## src/rtl/r0_seq.sv

```systemverilog
// R0 flag-register update sequencer: arbitrates four requesters and drives the
// SETUP/STROBE/HOLD strobe, flag-enable, load and LEG-clock outputs to R0.
module r0_seq #(
    parameter int STROBE_LEN = 1
) (
    input  logic       clk_sys,
    input  logic       zer_,
    input  logic       wr_req,
    input  logic [2:0] wr_sel,
    output logic       wr_ack,
    input  logic       alu_req,
    input  logic [2:0] alu_sel,
    output logic       alu_ack,
    input  logic       cmp_req,
    output logic       cmp_ack,
    input  logic       sh_req,
    input  logic [1:0] sh_sel,
    output logic       sh_ack,
    output logic       strob1,
    output logic       ust_z,
    output logic       ust_v,
    output logic       ust_mc,
    output logic       ust_y,
    output logic       ust_x,
    output logic       w_zmvc,
    output logic       w_legy,
    output logic       w8_x,
    output logic       cleg_,
    output logic       busy
);

    typedef enum logic [1:0] {ST_IDLE, ST_SETUP, ST_STROBE, ST_HOLD} state_t;
    typedef enum logic [1:0] {OWN_WR, OWN_ALU, OWN_CMP, OWN_SH} owner_t;

    localparam logic [1:0] STROBE_LAST = 2'(STROBE_LEN - 1);

    state_t      state_r;
    owner_t      owner_r;
    owner_t      rr_ptr_r;
    logic [1:0]  cnt_r;
    logic [3:0]  ack_r;
    logic [7:0]  en_r;
    logic        strob_r;
    logic        cleg_r;
    logic        busy_r;

    logic        rr_valid_s;
    owner_t      rr_owner_s;
    logic        grant_s;
    owner_t      grant_owner_s;
    logic [2:0]  grant_sel_s;

    // en vector order: {w_zmvc, w_legy, w8_x, ust_z, ust_v, ust_mc, ust_y, ust_x}
    function automatic logic [7:0] map_en(input owner_t own, input logic [2:0] sel);
        logic [7:0] en;
        en = 8'b0000_0000;
        case (own)
            OWN_WR: begin
                en[7] = sel[0];
                en[6] = sel[1];
                en[5] = sel[2];
            end
            OWN_ALU: begin
                en[4] = sel[0];
                en[3] = sel[1];
                en[2] = sel[2];
            end
            OWN_SH: begin
                en[1] = sel[0];
                en[0] = sel[1];
            end
            default: en = 8'b0000_0000;
        endcase
        return en;
    endfunction

    // ack vector order: {wr, alu, cmp, sh}
    function automatic logic [3:0] ack_onehot(input owner_t own);
        logic [3:0] a;
        case (own)
            OWN_WR:  a = 4'b1000;
            OWN_ALU: a = 4'b0100;
            OWN_CMP: a = 4'b0010;
            OWN_SH:  a = 4'b0001;
            default: a = 4'b0000;
        endcase
        return a;
    endfunction

    // Round-robin scan of ALU/CMP/SH, starting after the last one granted
    always_comb begin
        rr_valid_s = 1'b1;
        rr_owner_s = OWN_ALU;
        case (rr_ptr_r)
            OWN_ALU: begin
                if (cmp_req)      rr_owner_s = OWN_CMP;
                else if (sh_req)  rr_owner_s = OWN_SH;
                else if (alu_req) rr_owner_s = OWN_ALU;
                else              rr_valid_s = 1'b0;
            end
            OWN_CMP: begin
                if (sh_req)       rr_owner_s = OWN_SH;
                else if (alu_req) rr_owner_s = OWN_ALU;
                else if (cmp_req) rr_owner_s = OWN_CMP;
                else              rr_valid_s = 1'b0;
            end
            default: begin
                if (alu_req)      rr_owner_s = OWN_ALU;
                else if (cmp_req) rr_owner_s = OWN_CMP;
                else if (sh_req)  rr_owner_s = OWN_SH;
                else              rr_valid_s = 1'b0;
            end
        endcase
    end

    // Bus write overrides the rotation; pick owner and its select vector
    always_comb begin
        grant_s       = wr_req | rr_valid_s;
        grant_owner_s = OWN_WR;
        grant_sel_s   = 3'b000;
        if (wr_req) begin
            grant_owner_s = OWN_WR;
            grant_sel_s   = wr_sel;
        end else begin
            grant_owner_s = rr_owner_s;
            case (rr_owner_s)
                OWN_ALU: grant_sel_s = alu_sel;
                OWN_SH:  grant_sel_s = {1'b0, sh_sel};
                default: grant_sel_s = 3'b000;
            endcase
        end
    end

    // Sequencer FSM; every output is computed for the state being entered
    always_ff @(posedge clk_sys or negedge zer_) begin
        if (!zer_) begin
            state_r  <= ST_IDLE;
            owner_r  <= OWN_WR;
            rr_ptr_r <= OWN_SH;
            cnt_r    <= 2'd0;
            ack_r    <= 4'b0000;
            en_r     <= 8'b0000_0000;
            strob_r  <= 1'b0;
            cleg_r   <= 1'b1;
            busy_r   <= 1'b0;
        end else begin
            case (state_r)
                ST_IDLE: begin
                    ack_r   <= 4'b0000;
                    strob_r <= 1'b0;
                    cleg_r  <= 1'b1;
                    cnt_r   <= 2'd0;
                    if (grant_s) begin
                        state_r <= ST_SETUP;
                        owner_r <= grant_owner_s;
                        en_r    <= map_en(grant_owner_s, grant_sel_s);
                        busy_r  <= 1'b1;
                        if (!wr_req) begin
                            rr_ptr_r <= rr_owner_s;
                        end
                    end else begin
                        en_r   <= 8'b0000_0000;
                        busy_r <= 1'b0;
                    end
                end
                ST_SETUP: begin
                    state_r <= ST_STROBE;
                    strob_r <= 1'b1;
                    cnt_r   <= STROBE_LAST;
                    cleg_r  <= (owner_r != OWN_CMP);
                end
                ST_STROBE: begin
                    // LEG clock is low only for the first strobe cycle
                    cleg_r <= 1'b1;
                    if (cnt_r == 2'd0) begin
                        state_r <= ST_HOLD;
                        strob_r <= 1'b0;
                        ack_r   <= ack_onehot(owner_r);
                    end else begin
                        cnt_r <= cnt_r - 2'd1;
                    end
                end
                ST_HOLD: begin
                    state_r <= ST_IDLE;
                    ack_r   <= 4'b0000;
                    en_r    <= 8'b0000_0000;
                    busy_r  <= 1'b0;
                end
                default: begin
                    state_r <= ST_IDLE;
                    ack_r   <= 4'b0000;
                    en_r    <= 8'b0000_0000;
                    strob_r <= 1'b0;
                    cleg_r  <= 1'b1;
                    busy_r  <= 1'b0;
                end
            endcase
        end
    end

    assign {wr_ack, alu_ack, cmp_ack, sh_ack} = ack_r;
    assign {w_zmvc, w_legy, w8_x, ust_z, ust_v, ust_mc, ust_y, ust_x} = en_r;
    assign strob1 = strob_r;
    assign cleg_  = cleg_r;
    assign busy   = busy_r;

endmodule
```

## config.mk

```make
export PLATFORM = sky130hd
export DESIGN_NAME = r0_seq
export DESIGN_NICKNAME = d
export VERILOG_FILES = /design/src/rtl/r0_seq.sv
export SDC_FILE = /design/constraint.sdc
export NUM_CORES = 1
export LEC_CHECK = 0
export CAP_MARGIN = 5
export CORE_MARGIN = 5
export CORE_UTILIZATION = 45
export CTS_CLUSTER_SIZE = 25
export DETAILED_ROUTE_END_ITERATION = 8
export PLACE_DENSITY = 0.78
export SYNTH_ARGS = -nofsm -noshare
export SYNTH_HDL_FRONTEND = slang
export SYNTH_SLANG_ARGS = --single-unit
```

## constraint.sdc

```tcl
create_clock -name clk_sys -period 2.55 [get_ports clk_sys]
set_input_delay 0.51 -clock clk_sys [delete_from_list [all_inputs] [get_ports clk_sys]]
set_output_delay 0.51 -clock clk_sys [all_outputs]
set_load 0.01 [all_outputs]
```

==> metrics.sh, run 1 <==
DIE_WIDTH_UM=61.9
POST_CTS.REPAIR.SETUP_BUFFERS=0
PATH_DELAY_FAMILY='flip-flops'
WORST_HOLD_PATH_TYPE='flip-flop to flip-flop'
CTS_TREE='yes'
FINALCOREUTILIZATION=0.615
DETAILED_PLACE_HPWL_UM=1990
POST_ROUTE_CELLS_DRIVE_ABOVE_1_SHARE=0.101
MAX-SLEW-MARGIN-REL=0.708
POST_DRT_VIA_CELL_RATIO=5.42
CTS_MAX_LEVEL=1
MAX_FREQ_MHz=499
POWER.DENSITY_nW_PER_UM2=1070
PORTBUFFERS=28
ROUTE.ANTENNA.REMAINING_NETS=0
PRE_CTS_WS_NS=0.350
STD_CELL_ROWS=18
DRC=0
GRT_PASS1_VIAS=967
TIMING.CRITICAL_PATH.FROM='rr_ptr_r[0]$_DFFE_PN1P_'
RSZ0062_AT_GRT='false'
WORSTPATHMAXFANOUT=5
FINAL_ANTENNA_DIODE_COUNT=0
SYNTH_TOP_AREA_CELL='sky130_fd_sc_hd__dfrtp_1'
WIRE_LENGTH_OF_THE_FIRST_GLOBAL_ROUTING_PASS_UM=4290
TIGHTESTPINTRANSITION_NS=0.436
SYN-NUM-NETS=139
DRT_FIRST_PASS_ITERS=4
WL_PER_CELL_UM=14.4
SYNTH_CELLS=117
SYNTH_WARNINGS=0
WORSTSETUPPATHTYPE='flip-flop to flip-flop'
DATA_REQUIRED_TIME_OF_THE_WORST_PATH_NS=2.76
WORSTHOLDSTART='cleg_$_DFFE_PN1P_'
CTSLONGESTPATHBUFFERS=2
FINAL_HOLD_VIOL_COUNT=0
FINISH.NET_COUNT=171
TIMING.FINAL.SETUP_VIOLATIONS=0
SYNTH_TOP_AREA_FRAC=0.414
FILLERS=215
DIE_Y_UM=61.9
SETUP_WS_NS=0.545
FINALCLOCKSKEW_NS=0.00218
POST_SYNTH_EDFFS=0
POWER.LEAKAGE_nW=0.691
HOLD_BUFFERS=0
CAP_VIOL_MAX_COUNT=0
YS_DOMINANT_REG_CELL='sky130_fd_sc_hd__dfrtp_1'
TIMING.CRITICAL_PATH.BUF_INV=1
ANTENNA_FOUND_INITIAL=0
SYNTH_SEQ_AREA_SHARE=0.479
GRT_START_MAX_NET_PINS=24
START_KIND='flip-flop'
IO-PIN-COUNT=29
CLKLATENCYLATEPIN_NS=0.31
TRITONCTS_NUM_SINKS=23
VIAS=964
POSTSYNTHAREAPERCELL_UM2=10.3
TIMING.CRITICAL_PATH.CELLS='inv_1 > ha_1 > nor3_2 > o21ai_0 > nor2b_1 > mux2_2'
CTS_ROOT_BUFFER='sky130_fd_sc_hd__clkbuf_4'
FINAL_PERIOD_MINUS_WORST_SETUP_SLACK_NS=2.01
POST_SYNTH_NUM_CELL_TYPES=30
FINAL_CELLS=178
SYNTH.TOP_CELLS.BY_COUNT='sky130_fd_sc_hd__dfrtp_1, sky130_fd_sc_hd__nand2_1, sky130_fd_sc_hd__inv_1'
CORE_AREA_UM2=2520
ASYNCSETRESETFLOPFRACSYNTH=1.00
WIRELENGTH_ROUTED_UM=2570
CRIT-REG2REG-LAUNCH='rr_ptr_r[0]$_DFFE_PN1P_'
FINAL_CLOCK_PERIOD_UTILIZATION_BY_THE_WORST_PATH=0.786
VDD.IR_DROP.WORST_uV=670
DETAILEDROUTE.FIRSTITERATIONVIOLATIONS=50
CLOCK_EDGE_TRANSITION_AT_THE_REGISTERS_ON_THE_REPORTED_SETUP_AND_HOLD_PATHS_NS=0.12
PLACEDCELLCOUNT=174
TNS_NS=0
DRV_SLEW=0
PLACE.GP.CONGESTION=0.849
CRITPATHARRIVALTIME_NS=2.22
POST_CTS_RESIZED=0
CPMAXSTAGEDELAYCELL='sky130_fd_sc_hd__dfstp_2'
SYNTH.TOP_CELLS.BY_AREA='sky130_fd_sc_hd__dfrtp_1, sky130_fd_sc_hd__ha_1, sky130_fd_sc_hd__dfstp_2'
AREA_DELTA_SYNTH_FINAL_PCT=28.2
OUTCOME='complete, no violations'
GRT_OVERALL_USAGE=0.149
GRT_REMAINING_OVERFLOW=0
FLOORPLAN.DIE_AREA_UM2=3830
MAX_STAGE_DELAY_NS=0.57
INITIAL_CORE_UTIL=0.480
REGISTER_BIT_COUNT_REPORTED_BY_YOSYS=23
YOSYSMOSTFREQUENTCELL='sky130_fd_sc_hd__dfrtp_1'
NETLIST_AREA_UM2=1210
CTS_BUFFERS=3
CRITICAL_PATH.ENDPOINT_TYPE='flip-flop'
[logic make-up after synthesis]
| family | count (synthesis) | share of synthesized area |
|---|---|---|
| multiplexers | 6 | 0.0527 |
| AND/OR/NAND/NOR | 37 | 0.153 |
| XOR/XNOR | 1 | 0.00724 |
| adder cells (fa/ha/maj) | 8 | 0.0827 |
| buffers and inverters | 12 | 0.0434 |
| AO/OA/AOI/OAI | 30 | 0.182 |
| flip-flops | 23 | 0.479 |
[sequential cells by signal, summed over array words and instances (netlist names)]
register and count:
en_r 8, ack_r 4, cnt_r 2, owner_r 2, rr_ptr_r 2, state_r 2
busy 1, cleg_ 1, strob1 1
[per-layer routing]
layer / wire, µm / GRT usage / part of all wire
met3: 175 / 0.0434 / 0.068
met5: 0 / 0 / 0
met4: 20 / 0.0303 / 0.0078
met2: 1250 / 0.259 / 0.49
met1: 1130 / 0.186 / 0.44
[final timing paths]
| path | to | slack, ns | cells past startpoint |
|---|---|---|---|
| min in group asynchronous | en_r[5]$_DFFE_PN0N_ | 0.53 | 2 |
| worst min-delay path | cleg_$_DFFE_PN1P_ | 0.48 | 2 |
| max in group asynchronous | rr_ptr_r[1]$_DFFE_PN1P_ | 1.73 | 2 |
| worst max register to register | state_r[1]$_DFFE_PN0P_ | 0.54 | 6 |
| worst max-delay path | state_r[1]$_DFFE_PN0P_ | 0.54 | 6 |
| worst min register to register | cleg_$_DFFE_PN1P_ | 0.48 | 2 |
[layout by cell type, fill, tap and decap left out, drive strengths merged, types with 7 or more instances in the layout]
cell type	n
clkdlybuf4s50	28
dfrtp	20
nand2	15
inv	9
o21ai	9
a22o	8
ha	8
nor2	7
nor2b	7
[power by group]
part	internal [mW]	switching [mW]	total, mW
logic	0.438	0.468	0.906
clock network	0.0588	0.108	0.167
registers	0.500	0.0909	0.590
total	0.997	0.667	1.66
[worst register-to-register path, stage by stage, from the launching register on]
cell,delay [ns]
sky130_fd_sc_hd__dfstp_2,0.57
sky130_fd_sc_hd__inv_1,0.05
sky130_fd_sc_hd__ha_1,0.33
sky130_fd_sc_hd__nor3_2,0.35
sky130_fd_sc_hd__o21ai_0,0.17
sky130_fd_sc_hd__nor2b_1,0.17
sky130_fd_sc_hd__mux2_2,0.27
[final cells by class]
| type | instances | area, µm² | share of cell area |
|---|---|---|---|
| repair buffers | 30 | 295 | 0.190 |
| clock inverters | 1 | 5.00 | 0.00323 |
| well taps | 30 | 37.5 | 0.0242 |
| inverters | 9 | 33.8 | 0.0218 |
| multi-input cells | 82 | 578 | 0.373 |
| clock buffers | 3 | 22.5 | 0.0145 |
| flip-flops and latches | 23 | 579 | 0.373 |
[through the flow]
stage / area (µm²) / total power [mW] / hold slack, ns
after CTS: 1550 / 1.68 / 0.484
after detailed placement: 1520 / 1.50 / 0.465
after global routing: 1550 / 1.81 / 0.509
after global placement: 1520 / 1.47 / 0.459
after floorplan: 1210 / 1.20 / 0.214
final: 1550 / 1.66 / 0.481
(Power assumes the default switching activity.)
==> run 2, diff against run 1 <==
--- a/config.mk
+++ b/config.mk
@@ -7,10 +7,10 @@
 export LEC_CHECK = 0
 export CAP_MARGIN = 5
 export CORE_MARGIN = 5
-export CORE_UTILIZATION = 45
+export CORE_UTILIZATION = 44
 export CTS_CLUSTER_SIZE = 25
 export DETAILED_ROUTE_END_ITERATION = 8
-export PLACE_DENSITY = 0.78
+export PLACE_DENSITY = 0.8
 export SYNTH_ARGS = -nofsm -noshare
 export SYNTH_HDL_FRONTEND = slang
 export SYNTH_SLANG_ARGS = --single-unit
==> constraint.sdc (replaced) <==
create_clock -name clk_sys -period 1.83 [get_ports clk_sys]
set_input_delay 0.366 -clock clk_sys [delete_from_list [all_inputs] [get_ports clk_sys]]
set_output_delay 0.366 -clock clk_sys [all_outputs]
set_load 0.01 [all_outputs]
==> run 2 against run 1 <==
Against the previous run:
- the flow now finishes with violations (setup timing)
- sequential power up 35%
- wire length grew 11%
- non-clock buffer count grew 17
- first-iteration DRC count decreased by 46%
- combinational power grew 83%
- clock power increased by 41%
- largest cell class is now multi-input combinational cells
- power rose by 62%
- sequential share of layout area decreased by 4.0 points
- via count increased by 10%
- cell area up 12%
- utilization is 3.2 points higher
==> metrics.sh, run 2 (synthesized netlist as in run 1, its figures left out) <==
OUTCOME='finished with violations'
FAILED_CHECKS='setup timing'
TOTAL_CHIP_POWER_mW=2.70  # +62%
POST_DRT_VIA_CELL_RATIO=5.41  # -0.14%
TIMING.CRITICAL_PATH.FROM='rr_ptr_r[0]$_DFFE_PN1P_'
MAX_FREQ_MHz=542  # +8.6%
CRIT-REG2REG-LAUNCH='rr_ptr_r[0]$_DFFE_PN1P_'
POWER.SWITCHING_FRACTION=0.388  # -0.0127
RSZ0062_AT_GRT='true'
CLKLATENCYLATEPIN_NS=0.31  # about the same
FIN_WORST_HOLD_SLACK_NS=0.393  # -0.0883 ns
LARGEST_REGISTER_FF_COUNT=8  # unchanged
COMB_POWER_SHARE=0.617  # +0.072
MAX-SLEW-MARGIN-REL=0.720  # +0.0120
GRT_START_MAX_NET_PINS=24  # unchanged
WORSTSETUPPATHTYPE='flip-flop to flip-flop'
WORSTPATHMAXFANOUT=4  # -1
START_KIND='flip-flop'
WIRELENGTH_ROUTED_UM=2860  # +11%
LARGESTREGISTERS='en_r x8, ack_r x4'
SHARE_SEQ_OF_TOTAL_POWER=0.296  # -0.059
VIAS=1060  # +10%
CTS_TREE='yes'
TIMING.FINAL.SETUP_VIOLATIONS=1  # +1
GRT_REMAINING_OVERFLOW=0  # unchanged
PORTBUFFERS=28  # unchanged
CTSLONGESTPATHBUFFERS=2  # unchanged
CORE_AREA_UM2=2690  # +6.5%
FLOORPLAN.DIE_AREA_UM2=3900  # +1.9%
PRE_CTS_WS_NS=-0.116  # -0.466 ns
CRITPATHARRIVALTIME_NS=2.10  # -0.12 ns
WORSTREGTOREGCELLS=5  # -1
DIE_Y_UM=62.4  # +0.95%
ROUTE.ANTENNA.REMAINING_NETS=0  # unchanged
TRITONCTS_NUM_SINKS=23  # unchanged
FILLERS=210  # -2.3%
STD_CELL_ROWS=19  # +1
POWER.DENSITY_nW_PER_UM2=1550  # +45%
DRC=0  # unchanged
DRT_FIRST_PASS_ITERS=4  # unchanged
TNS_NS=-0.0157  # -0.0157 ns
CRITICAL_PATH.ENDPOINT_TYPE='flip-flop'
WORST-R2R-SETUP-SLACK_NS=-0.02  # -0.56 ns
CTS_BUFFERS=3  # unchanged
WIRE_LENGTH_OF_THE_FIRST_GLOBAL_ROUTING_PASS_UM=5090  # +19%
DIE_WIDTH_UM=62.4  # +0.95%
LAYOUT.CELLS.MOST_COMMON='sky130_fd_sc_hd__clkdlybuf4s50_1'
VDD.IR_DROP.WORST_uV=1110  # +65%
AREA_DELTA_SYNTH_FINAL_PCT=43.6
FINAL_PERIOD_MINUS_WORST_SETUP_SLACK_NS=1.85  # -0.160 ns
MOST_USED_CELLS_IN_THE_LAYOUT_EXCLUDING_FILL_AND_TAP_CELLS='sky130_fd_sc_hd__clkdlybuf4s50_1, sky130_fd_sc_hd__dfrtp_1, sky130_fd_sc_hd__buf_4'
CTS_MAX_LEVEL=1  # unchanged
REGTOREGENDPOINT='rr_ptr_r[1]$_DFFE_PN1P_'
FINAL_HOLD_VIOL_COUNT=0  # unchanged
DETAILEDROUTE.FIRSTITERATIONVIOLATIONS=27  # -46%
PLACE.GP.CONGESTION=0.813  # -4.2%
DATA_REQUIRED_TIME_OF_THE_WORST_PATH_NS=2.08  # -0.68 ns
CTS_ROOT_BUFFER='sky130_fd_sc_hd__clkbuf_4'
GRT_PASS1_VIAS=1176  # +22%
WORST_HOLD_PATH_TYPE='primary input to asynchronous set/reset pin'
DETAILED_PLACE_HPWL_UM=2170  # +9.1%
LARGEST_REGISTER_BY_FLOP_COUNT='en_r'
FINISH.NET_COUNT=188  # +9.9%
INITIAL_CORE_UTIL=0.450  # -0.0293
FINAL_CLOCK_PERIOD_UTILIZATION_BY_THE_WORST_PATH=1.01  # +0.222
FINALCLOCKSKEW_NS=0.00946  # +0.00728 ns
NETSWITCHINGPOWER_mW=1.05  # +57%
POST_ROUTE_CELLS_DRIVE_ABOVE_1_SHARE=0.242  # +0.141
GRT_OVERALL_USAGE=0.158  # +0.00877
ANTENNA_FOUND_INITIAL=0  # unchanged
CAP_VIOL_MAX_COUNT=0  # unchanged
SETUP_WS_NS=-0.0157  # -0.560 ns
TIGHTESTPINTRANSITION_NS=0.416  # -0.0199 ns
P_CLK_FRAC=0.088  # -0.012
ENDPOINT='rr_ptr_r[1]$_DFFE_PN1P_'
CLOCK_EDGE_TRANSITION_AT_THE_REGISTERS_ON_THE_REPORTED_SETUP_AND_HOLD_PATHS_NS=0.13  # about the same
FINAL_ANTENNA_DIODE_COUNT=0  # unchanged
POWER.LEAKAGE_nW=0.785  # +14%
HOLD_BUFFERS=0  # unchanged
DRV_SLEW=0  # unchanged
IO-PIN-COUNT=29  # unchanged
CELLINTERNALPOWER_mW=1.65  # +66%
WL_PER_CELL_UM=14.6  # +0.99%
==> run 2: what timing repair did <==
item / 4_1_cts / 5_1_grt
hold endpoints to repair: 0 / 0
resized for setup: 5 / 8
pin swaps: 1 / 2
setup buffers: 4 / 0
setup endpoints to repair: 10 / 10
==> run 2: power groups by stage <==
stage | clock network (mW) | logic [mW] | registers [mW]
after floorplan | 0 | 0.810 | 0.858
after global placement | 0 | 1.36 | 0.807
after detailed placement | 0 | 1.42 | 0.820
after CTS | 0.242 | 1.59 | 0.799
after global routing | 0.261 | 1.81 | 0.824
final | 0.236 | 1.66 | 0.798
==> run 2: area by class of cell <==
cell class | count | area, µm² | area share
multi-input combinational | 82 | 637 | 0.366
inverter | 9 | 33.8 | 0.0194
clock buffer | 4 | 26.3 | 0.0151
sequential | 23 | 579 | 0.333
tap | 31 | 38.8 | 0.0223
timing repair buffer | 47 | 423 | 0.243
==> run 2: routing by layer <==
layer	GRT usage	vias up	part of all wire
met5	0	-	0
met4	0.0610	0	0.019
met3	0.0414	8	0.042
met2	0.291	26	0.51
met1	0.170	512	0.42
li1	-	514	-
==> run 2: worst min-delay path by stage <==
| stage | end | startpoint | cells after the start |
|---|---|---|---|
| finish | en_r[0]$_DFFE_PN0N_ | zer_ | 2 |
| global route | en_r[5]$_DFFE_PN0N_ | zer_ | 2 |
| CTS | busy$_DFFE_PN0N_ | zer_ | 2 |
| detailed placement | cleg_$_DFFE_PN1P_ | cleg_$_DFFE_PN1P_ | 2 |
| global placement | cleg_$_DFFE_PN1P_ | cleg_$_DFFE_PN1P_ | 2 |
| floorplan | ack_r[0]$_DFFE_PN0P_ | zer_ | 0 |
==> run 2: per-stage QoR <==
stage | utilization | cell area (µm²) | cells
after detailed placement | 0.604 | 1620 | 188
after CTS | 0.636 | 1710 | 196
after global placement | 0.604 | 1620 | 188
final | 0.647 | 1740 | 196
after global routing | 0.647 | 1740 | 196
after floorplan | - | 1210 | 117
==> run 2: critical path: stages (launching register included) <==
cell and delay (ns):
sky130_fd_sc_hd__dfstp_2 0.56, sky130_fd_sc_hd__inv_1 0.06, sky130_fd_sc_hd__ha_4 0.30, sky130_fd_sc_hd__nor3_2 0.06
sky130_fd_sc_hd__or3b_2 0.52, sky130_fd_sc_hd__mux2_2 0.29
==> run 3, diff against run 2 <==
--- a/config.mk
+++ b/config.mk
@@ -10,6 +10,7 @@
 export CORE_UTILIZATION = 44
 export CTS_CLUSTER_SIZE = 25
 export DETAILED_ROUTE_END_ITERATION = 8
+export GPL_TIMING_DRIVEN = 0
 export PLACE_DENSITY = 0.8
 export SYNTH_ARGS = -nofsm -noshare
 export SYNTH_HDL_FRONTEND = slang
==> run 3 against run 2 <==
Against the previous run:
- the flow now finishes without violations
- flip-flop and latch count did not move
- cell area is 1.7% lower
- global-route usage fell by 0.69 points
- wire length down 0.28%
- sequential power up 3.3%
- final cell count is 4.6% lower
- die area did not move
- register-to-register slack gained 0.06 ns
- utilization fell by 1.1 points
- power up 3.7%
- hold slack better by 0.082 ns
- largest cell class unchanged
- highest routed layer unchanged
==> metrics.sh, run 3 (synthesized netlist as in run 1, its figures left out) <==
FINAL_HOLD_VIOL_COUNT=0  # unchanged
FINAL_CLOCK_PERIOD_UTILIZATION_BY_THE_WORST_PATH=0.973  # -0.0352
CRITPATHARRIVALTIME_NS=2.03  # -0.07 ns
CTS_TREE='yes'
CAP_VIOL_MAX_COUNT=0  # unchanged
MAX-SLEW-MARGIN-REL=0.347  # -0.373
DIE_WIDTH_UM=62.4  # unchanged
SETUP_WS_NS=0.0487  # +0.0644 ns
START_KIND='flip-flop'
PRE_CTS_WS_NS=-0.223  # -0.107 ns
WL_PER_CELL_UM=15.2  # +4.5%
TRITONCTS_NUM_SINKS=23  # unchanged
INITIAL_CORE_UTIL=0.450  # unchanged
POST_ROUTE_CELLS_DRIVE_ABOVE_1_SHARE=0.224  # -0.0181
SEQUENTIAL_CELL_AREA_UM2=579  # unchanged
FINALCOREUTILIZATION=0.636  # -0.0112
FLOORPLAN.DIE_AREA_UM2=3900  # unchanged
FINAL_PERIOD_MINUS_WORST_SETUP_SLACK_NS=1.78  # -0.0644 ns
FINISH.NET_COUNT=179  # -4.8%
CTS_ROOT_BUFFER='sky130_fd_sc_hd__clkbuf_4'
FINALCLOCKSKEW_NS=0.00451  # -0.00495 ns
PATH_DELAY_FAMILY='simple AND/OR/NAND/NOR gates'
TIMING.CRITICAL_PATH.BUF_INV=1  # unchanged
GRT_PASS1_VIAS=1064  # -9.5%
WORST_HOLD_PATH_TYPE='flip-flop to flip-flop'
DIE_Y_UM=62.4  # unchanged
VDD.IR_DROP.WORST_uV=919  # -17%
HOLD_BUFFERS=0  # unchanged
ANTENNA_FOUND_INITIAL=0  # unchanged
CTS_BUFFERS=3  # unchanged
CTSLONGESTPATHBUFFERS=2  # unchanged
RSZ0062_AT_GRT='true'
CTS_MAX_LEVEL=1  # unchanged
WORSTPATHMAXFANOUT=5  # +1
DRT_FIRST_PASS_ITERS=4  # unchanged
LARGESTREGISTERS='en_r x8, ack_r x4'
TIGHTESTPINTRANSITION_NS=0.976  # +0.560 ns
MAX_FREQ_MHz=561  # +3.6%
POST_DRT_VIA_CELL_RATIO=5.43  # +0.46%
IO-PIN-COUNT=29  # unchanged
POWER.DENSITY_nW_PER_UM2=1640  # +5.5%
FILLERS=214  # +1.9%
LAYOUT.CELLS.MOST_COMMON='sky130_fd_sc_hd__clkdlybuf4s50_1'
WIRELENGTH_ROUTED_UM=2850  # -0.28%
OUTCOME='complete, no violations'
WORST-R2R-SETUP-SLACK_NS=0.05  # +0.06 ns
AREA_DELTA_SYNTH_FINAL_PCT=41.2
PLACEDINSTANCEAREA_UM2=1530  # -5.8%
MOST_USED_CELLS_IN_THE_LAYOUT_EXCLUDING_FILL_AND_TAP_CELLS='sky130_fd_sc_hd__clkdlybuf4s50_1, sky130_fd_sc_hd__dfrtp_1, sky130_fd_sc_hd__nand2_1'
LAYOUT.CELL_AREA.NON_FILLER_UM2=1710  # -1.7%
LARGEST_REGISTER_FF_COUNT=8  # unchanged
ROUTE.ANTENNA.REMAINING_NETS=0  # unchanged
LARGEST_REGISTER_BY_FLOP_COUNT='en_r'
POWER.LEAKAGE_nW=0.744  # -5.2%
TIMING.CRITICAL_PATH.CELLS='buf_4 > ha_4 > or4_4 > a2111o_1 > o21ai_1'
GRT_REMAINING_OVERFLOW=0  # unchanged
DETAILEDROUTE.FIRSTITERATIONVIOLATIONS=54  # +100%
MAX_STAGE_DELAY_NS=0.49  # -0.07 ns
FINAL_ANTENNA_DIODE_COUNT=0  # unchanged
DRV_SLEW=0  # unchanged
DETAILED_PLACE_HPWL_UM=1960  # -9.8%
TOTAL_CHIP_POWER_mW=2.80  # +3.7%
CRITICAL_PATH.ENDPOINT_TYPE='flip-flop'
WORSTSETUPPATHTYPE='flip-flop to flip-flop'
CLKLATENCYLATEPIN_NS=0.31  # about the same
CORE_AREA_UM2=2690  # unchanged
CLOCK_EDGE_TRANSITION_AT_THE_REGISTERS_ON_THE_REPORTED_SETUP_AND_HOLD_PATHS_NS=0.12  # about the same
CPMAXSTAGEDELAYCELL='sky130_fd_sc_hd__or4_4'
FIN_WORST_HOLD_SLACK_NS=0.474  # +0.0816 ns
PLACE.GP.CONGESTION=0.768  # -5.6%
GRT_START_MAX_NET_PINS=24  # unchanged
VIAS=1016  # -4.2%
GRT_OVERALL_USAGE=0.151  # -0.00693
PORTBUFFERS=28  # unchanged
DRC=0  # unchanged
MULTIINPUTGATEAREA_UM2=678  # +6.5%
DATA_REQUIRED_TIME_OF_THE_WORST_PATH_NS=2.08  # about the same
STD_CELL_ROWS=19  # unchanged
WIRE_LENGTH_OF_THE_FIRST_GLOBAL_ROUTING_PASS_UM=4910  # -3.5%
TIMING.FINAL.SETUP_VIOLATIONS=0  # -1
[run 3: repair_timing]
action / CTS / global route
pin swaps: 6 / 6
gates resized for setup: 10 / 15
endpoints found under the setup margin: 11 / 11
setup buffers: 5 / 3
[run 3: where the power goes]
part,internal (mW),switching [mW]
Sequential,0.697,0.127
Clock,0.0853,0.148
Combinational,0.896,0.845
[run 3: stage by stage]
step	setup TNS (ns)	instances
4_1_cts	-0.0844	185
2_1_floorplan	-0.0383	117
3_5_place_dp	-1.52	176
5_1_grt	-0.0805	187
3_3_place_gp	-1.01	176
6_report	0	187
[run 3: final timing paths]
check / from / end / depth (start not counted)
worst max-delay path: state_r[0]$_DFFE_PN0P_ / en_r[1]$_DFFE_PN0N_ / 5
worst min-delay path: cleg_$_DFFE_PN1P_ / cleg_$_DFFE_PN1P_ / 2
worst max register to register: state_r[0]$_DFFE_PN0P_ / en_r[1]$_DFFE_PN0N_ / 5
worst min register to register: cleg_$_DFFE_PN1P_ / cleg_$_DFFE_PN1P_ / 2
max in group asynchronous: zer_ / en_r[4]$_DFFE_PN0N_ / 1
min in group asynchronous: zer_ / ack_r[3]$_DFFE_PN0P_ / 1
[run 3: layer usage]
layer  vias to the layer above  wire length, µm  GRT usage
li1                        490                -          -
met1                       496             1290      0.190
met2                        25             1400      0.253
met3                         5              123     0.0306
met4                         0               29     0.0610
met5                         -                0          0
[run 3: final cells by class]
class                           count  share of cell area
Buffer                              2             0.00440
Clock buffer                        4              0.0154
Inverter                            9              0.0198
Multi-Input combinational cell     82               0.397
Sequential cell                    23               0.339
Tap cell                           31              0.0227
Timing Repair Buffer               36               0.201
[run 3: worst reg2reg max path: stages (launching register included)]
cell	delay, ns
sky130_fd_sc_hd__dfrtp_1	0.42
sky130_fd_sc_hd__buf_4	0.17
sky130_fd_sc_hd__ha_4	0.17
sky130_fd_sc_hd__or4_4	0.50
sky130_fd_sc_hd__a2111o_1	0.33
sky130_fd_sc_hd__o21ai_1	0.13
